$ cat src/rtl/unidade_controle.sv
// Multi-cycle control FSM ahead of the ALU: fetch, decode, execute, memory, writeback.
// Optional build macro ZERO_EXT_LOGIC_EN makes ANDI/ORI zero-extend their immediate.
module unidade_controle #(
  parameter int PC_W = 32
) (
  input  logic        clock,
  input  logic        reset,
  input  logic [31:0] instrucao,
  input  logic        mem_ready,
  input  logic        True,
  output logic [4:0]  ALU_op,
  output logic        Imm,
  output logic [31:0] estendido,
  output logic [4:0]  rs,
  output logic [4:0]  rt,
  output logic [4:0]  rd,
  output logic        ir_write,
  output logic        pc_write,
  output logic        reg_write,
  output logic        mem_read,
  output logic        mem_write,
  output logic [1:0]  pc_src,
  output logic        wb_src,
  output logic        illegal,
  output logic        halted
);

  typedef enum logic [2:0] {
    S_FETCH,
    S_DECODE,
    S_EXECUTE,
    S_MEM,
    S_WB,
    S_HALT
  } state_t;

  localparam logic [5:0] OP_RTYPE = 6'd0;
  localparam logic [5:0] OP_ADDI  = 6'd1;
  localparam logic [5:0] OP_SUBI  = 6'd2;
  localparam logic [5:0] OP_ANDI  = 6'd3;
  localparam logic [5:0] OP_ORI   = 6'd4;
  localparam logic [5:0] OP_SLTI  = 6'd5;
  localparam logic [5:0] OP_LW    = 6'd6;
  localparam logic [5:0] OP_SW    = 6'd7;
  localparam logic [5:0] OP_BEQ   = 6'd8;
  localparam logic [5:0] OP_BNE   = 6'd9;
  localparam logic [5:0] OP_BLT   = 6'd10;
  localparam logic [5:0] OP_J     = 6'd11;
  localparam logic [5:0] OP_HALT  = 6'd63;

  localparam logic [1:0] PC_SEQ    = 2'd0;
  localparam logic [1:0] PC_BRANCH = 2'd1;
  localparam logic [1:0] PC_JUMP   = 2'd2;

  localparam logic [4:0] ALU_OP_RESET = 5'd13;

  // The jump target is 26 bits wide, so a narrower PC cannot hold it.
  if (PC_W < 26) begin : g_pc_w_check
    $error("unidade_controle: PC_W must be at least 26");
  end

  state_t      state_q, state_d;
  logic [31:0] instr_q;
  logic        boot_q;
  logic [4:0]  alu_op_q;
  logic        imm_q;
  logic [31:0] ext_q;
  logic [4:0]  rs_q, rt_q, rd_q;

  logic [5:0]  op;
  logic [4:0]  funct;
  logic [15:0] imm16;
  logic [4:0]  dec_alu_op;
  logic        dec_imm;
  logic        dec_legal;
  logic        zero_ext;
  logic [31:0] dec_ext;
  logic        is_branch, is_j, is_lw, is_sw, is_halt;
  logic        hold_off;

  assign op    = instr_q[31:26];
  assign funct = instr_q[4:0];
  assign imm16 = instr_q[15:0];

  assign is_branch = (op == OP_BEQ) || (op == OP_BNE) || (op == OP_BLT);
  assign is_j      = (op == OP_J);
  assign is_lw     = (op == OP_LW);
  assign is_sw     = (op == OP_SW);
  assign is_halt   = (op == OP_HALT);

`ifdef ZERO_EXT_LOGIC_EN
  assign zero_ext = (op == OP_ANDI) || (op == OP_ORI);
`else
  assign zero_ext = 1'b0;
`endif

  assign dec_ext = zero_ext ? {16'b0, imm16} : {{16{imm16[15]}}, imm16};

  // NOTE: every output of a combinational block gets a default first, so no path can infer a latch.
  always_comb begin
    dec_alu_op = ALU_OP_RESET;
    dec_imm    = 1'b0;
    dec_legal  = 1'b1;
    unique case (op)
      OP_RTYPE: begin
        dec_alu_op = funct;
        dec_legal  = (funct <= 5'd13);
      end
      OP_ADDI:        begin dec_alu_op = 5'd0; dec_imm = 1'b1; end
      OP_SUBI:        begin dec_alu_op = 5'd1; dec_imm = 1'b1; end
      OP_ANDI:        begin dec_alu_op = 5'd4; dec_imm = 1'b1; end
      OP_ORI:         begin dec_alu_op = 5'd5; dec_imm = 1'b1; end
      OP_SLTI:        begin dec_alu_op = 5'd8; dec_imm = 1'b1; end
      OP_LW, OP_SW:   begin dec_alu_op = 5'd0; dec_imm = 1'b1; end
      OP_BEQ:         dec_alu_op = 5'd7;
      OP_BNE:         dec_alu_op = 5'd9;
      OP_BLT:         dec_alu_op = 5'd8;
      OP_J, OP_HALT:  dec_alu_op = ALU_OP_RESET;
      default:        dec_legal  = 1'b0;
    endcase
  end

  // Strobes stay quiet during reset and the cycle right after it.
  assign hold_off = reset || boot_q;

  always_comb begin
    state_d   = state_q;
    ir_write  = 1'b0;
    pc_write  = 1'b0;
    reg_write = 1'b0;
    mem_read  = 1'b0;
    mem_write = 1'b0;
    pc_src    = PC_SEQ;
    wb_src    = 1'b0;
    illegal   = 1'b0;
    if (!hold_off) begin
      unique case (state_q)
        S_FETCH: begin
          mem_read = 1'b1;
          if (mem_ready) begin
            ir_write = 1'b1;
            pc_write = 1'b1;
            state_d  = S_DECODE;
          end
        end
        S_DECODE: begin
          if (!dec_legal) begin
            illegal = 1'b1;
            state_d = S_FETCH;
          end else if (is_halt) begin
            state_d = S_HALT;
          end else begin
            state_d = S_EXECUTE;
          end
        end
        S_EXECUTE: begin
          if (is_branch) begin
            pc_write = True;
            pc_src   = PC_BRANCH;
            state_d  = S_FETCH;
          end else if (is_j) begin
            pc_write = 1'b1;
            pc_src   = PC_JUMP;
            state_d  = S_FETCH;
          end else if (is_lw || is_sw) begin
            state_d = S_MEM;
          end else begin
            state_d = S_WB;
          end
        end
        S_MEM: begin
          mem_read  = is_lw;
          mem_write = is_sw;
          if (mem_ready) state_d = is_lw ? S_WB : S_FETCH;
        end
        S_WB: begin
          reg_write = 1'b1;
          wb_src    = is_lw;
          state_d   = S_FETCH;
        end
        S_HALT:  state_d = S_HALT;
        default: state_d = S_FETCH;
      endcase
    end
  end

  // NOTE: clocked state uses non-blocking assignments so every register samples pre-edge values.
  always_ff @(posedge clock) begin
    if (reset) begin
      state_q  <= S_FETCH;
      boot_q   <= 1'b1;
      instr_q  <= '0;
      alu_op_q <= ALU_OP_RESET;
      imm_q    <= 1'b0;
      ext_q    <= '0;
      rs_q     <= '0;
      rt_q     <= '0;
      rd_q     <= '0;
    end else begin
      state_q <= state_d;
      boot_q  <= 1'b0;
      if (ir_write) instr_q <= instrucao;
      if (state_q == S_DECODE && dec_legal) begin
        alu_op_q <= dec_alu_op;
        imm_q    <= dec_imm;
        ext_q    <= dec_ext;
        rs_q     <= instr_q[25:21];
        rt_q     <= instr_q[20:16];
        rd_q     <= instr_q[15:11];
      end
    end
  end

  assign ALU_op    = alu_op_q;
  assign Imm       = imm_q;
  assign estendido = ext_q;
  assign rs        = rs_q;
  assign rt        = rt_q;
  assign rd        = rd_q;
  assign halted    = (state_q == S_HALT);

endmodule
$ cat config.mk
export PLATFORM = sky130hd
export DESIGN_NAME = unidade_controle
export DESIGN_NICKNAME = d
export VERILOG_FILES = /design/src/rtl/unidade_controle.sv
export SDC_FILE = /design/constraint.sdc
export NUM_CORES = 1
export LEC_CHECK = 0
export CAP_MARGIN = 20
export CORE_UTILIZATION = 45
export CTS_BUF_LIST = sky130_fd_sc_hd__clkbuf_8
export DETAILED_ROUTE_END_ITERATION = 8
export PLACE_DENSITY_LB_ADDON = 0.2
export SYNTH_ARGS = -nofsm -noshare
export SYNTH_HDL_FRONTEND = slang
export SYNTH_SLANG_ARGS = --single-unit
$ cat constraint.sdc
create_clock -name clock -period 2.3 [get_ports clock]
set_input_delay 0.575 -clock clock [delete_from_list [all_inputs] [get_ports clock]]
set_output_delay 0.575 -clock clock [all_outputs]
set_load 0.05 [all_outputs]
==> summary.md <==
| Metric | Value |
|---|---|
| Finished Cell Area | 4430 um^2 |
| Fillers | 511 |
| Max FO, Critical Path | 3 |
| Die Height | 84.0 um |
| Diodes inserted | 0 |
| Period utilization | 1.02 |
| Latest clock arrival within the worst-skew pair | 0.34 ns |
| IO buf count | 98 |
| DRC viols | 14 |
| Number of synthesized register bits | 68 |
| Main synth FF type | dfxtp_1 |
| Yosys warnings | 0 |
| Max_slew headroom | 0.603 |
| Number of vias per cell | 5.06 |
| Measured slew at the worst slew-check pin | 0.595 ns |
| Count of final max-slew check failures | 0 |
| Asr flop ratio synth | 0 |
| RSZ-0062 raised after global routing | true |
| Clock period minus worst slack | 2.34 ns |
| Critical path launch point type | flip-flop |
| CP required | 1.73 ns |
| Clk_skew | 0.00989 ns |
| Pwr/cell area | 672 nW/um^2 |
| CTS tree | yes |
| Routed wl met2 | 3.22 mm |
| Die outline area | 7050 um^2 |
| Max Fclk | 427 MHz |
| Setup ws final | -0.0400 ns |
| Crit path launch | state_q[2] |
| WP data arrival | 1.76 ns |
| Final wirelength | 7.01 mm |
| Maximum number of pins on one net before global-route repair | 38 |
| EDFF count, synth | 0 |
| HPWL after detailed placement | 4.79 mm |
| Total gr overflow | 0 |
| Failing checks | DRC, setup timing |
| Initial antenna violation count | 0 |
| Met1 WL | 3.27 mm |
| Final setup vio count | 2 |
| Total track usage | 0.207 |
| Hold path startpoint | instr_q[8] |
| Num CTS Buffers | 9 |
| Initial Util | 0.471 |
| DP Area | 4100 um^2 |
| H-tree depth | 3 |
| Routed wl met3 | 488 um |
| Final core occ | 0.689 |
| Post-synthesis cell type count | 41 |
| Root Driver | clkbuf_8 |
| First drt pass iteration count | 6 |
| Final net count | 483 |
| DR iter-0 viols | 161 |
| Crit path kind | flip-flop to output pin |
| Fin Hold WS | 0.458 ns |
| Core box area | 6420 um^2 |
| Layout area overhead | 46.4% |
| Vias in the first global route | 2476 |
| Mapped Cells | 360 |
| # IOs | 99 |
| Commonest non-fill, non-tap cell in the layout | nand2_1 |
| Maxcap violations | 0 |
| Post-CTS Hold Buffers | 0 |
| Commonest non-fill, non-tap cells in the layout | nand2_1 (96), clkdlybuf4s50_1 (69), dfxtp_1 (61), buf_4 (40), o21ai_0 (37) |
| Syn Std Cell Area | 3020 um^2 |
| Maximum VDD drop | 0.411 mV |
| Status | complete, but fails checks |
| Critical path endpoint category | output pin |
| Drt wl/cell | 13.2 um |
| Final Hold Viols | 0 |
| First-pass GRT wire length | 11.5 mm |
| Reg clk slew, reported paths | 0.08 ns |
| CTS sink cnt | 68 |
| P_leak | 1.79 nW |
| Final Power | 2.98 mW |
| Sequential area share after synthesis | 0.450 |
| Antenna Nets Post-Route | 0 |
| Vias | 2679 |
| Synthesized Nets | 396 |
| Row count | 29 |
| Post-synthesis average cell area | 8.40 um^2 |
| CTS max path bufs | 2 |
| Die W | 84.0 um |
| GPL Wtd Cong | 0.844 |
| Max Used Layer | met4 |
| Hold Crit Class | flip-flop to flip-flop |
| Critical R2R Launch | instr_q[29] |
| Fraction of final layout cells sized beyond drive strength 1 | 0.204 |
==> where the power goes <==
| part | leakage, nW | internal [mW] | total [mW] | switching [mW] |
|---|---|---|---|---|
| registers | 0.556 | 1.23 | 1.27 | 0.0431 |
| logic | 1.12 | 0.237 | 0.517 | 0.280 |
| clock network | 0.121 | 0.718 | 1.18 | 0.466 |
==> synth_stat cells (2+ instances only) <==
library cell,number,area share
a21o_1,2,0.0050
a21oi_1,5,0.0083
a311oi_1,2,0.0058
and3_1,4,0.0083
buf_2,7,0.012
buf_4,21,0.052
buf_6,4,0.015
clkbuf_1,14,0.017
dfxtp_1,68,0.45
inv_1,7,0.0087
mux2_1,2,0.0074
mux2i_1,30,0.099
nand2_1,96,0.12
nand2b_1,2,0.0041
nand3_1,2,0.0033
nor2_1,13,0.016
nor2b_1,8,0.017
nor3_1,7,0.012
nor3b_1,2,0.0050
o21a_1,2,0.0050
o21ai_0,37,0.061
o21bai_1,2,0.0050
o22a_1,2,0.0058
o22ai_1,2,0.0041
o31ai_1,3,0.0074
==> sequential cells by signal, summed over array words and instances, names as in the netlist <==
register / count
instr_q: 32
estendido: 16
ALU_op: 5
rs: 5
rt: 5
state_q: 3
Imm: 1
boot_q: 1
==> kinds of logic (layout without fill, tap and decap cells) <==
family                 Yosys count  after routing  share of synthesized area
AND/OR/NAND/NOR                141            141                      0.204
flip-flops                      68             68                      0.450
AO/OA/AOI/OAI                   66             66                      0.134
buffers and inverters           53            145                      0.105
multiplexers                    32             32                      0.107
==> worst paths after layout <==
path	endpoint	slack [ns]	depth (start not counted)
setup / recovery	pc_src[0]	-0.04	5
hold / removal	estendido[8]	0.46	2
setup reg to reg	estendido[1]	0.44	7
hold reg to reg	estendido[8]	0.46	2
==> what timing repair did <==
action | in CTS | in global routing
endpoints found under the setup margin | 9 | 5
pin swaps | 4 | 5
endpoints found under the hold margin | 0 | 0
buffers inserted | 1 | 3
resized for setup | 13 | 13
==> final cells by class <==
cell class                 instances  area [um^2]  share of cell area
clock buffer                       9          124              0.0280
clock inverter                     7          115              0.0260
inverter                           7         26.3             0.00593
timing repair buffer             122         1240               0.280
multi-input combinational        239         1450               0.327
sequential                        68         1380               0.311
tap                               77         96.3              0.0218
==> critical path: stages, from the launching register on <==
cell and delay [ns]:
dfxtp_4 0.36, nor3_4 0.18, nand3_2 0.09, or4_4 0.48, a21oi_4 0.16, buf_12 0.15
==> routing by layer <==
metal	vias up	GRT usage
li1	1369	-
met1	1224	0.266
met2	84	0.331
met3	2	0.0485
met4	0	0.0893
met5	-	0
==> through the flow <==
step | std cells | setup WS [ns] | TNS, ns
2_1_floorplan | 360 | -0.272 | -0.272
3_3_place_gp | 509 | -0.374 | -1.44
3_5_place_dp | 509 | -0.401 | -1.69
4_1_cts | 526 | -0.176 | -0.555
5_1_grt | 529 | -0.0807 | -0.216
6_report | 529 | -0.0400 | -0.0729
Power figures use the tool's default switching activity.
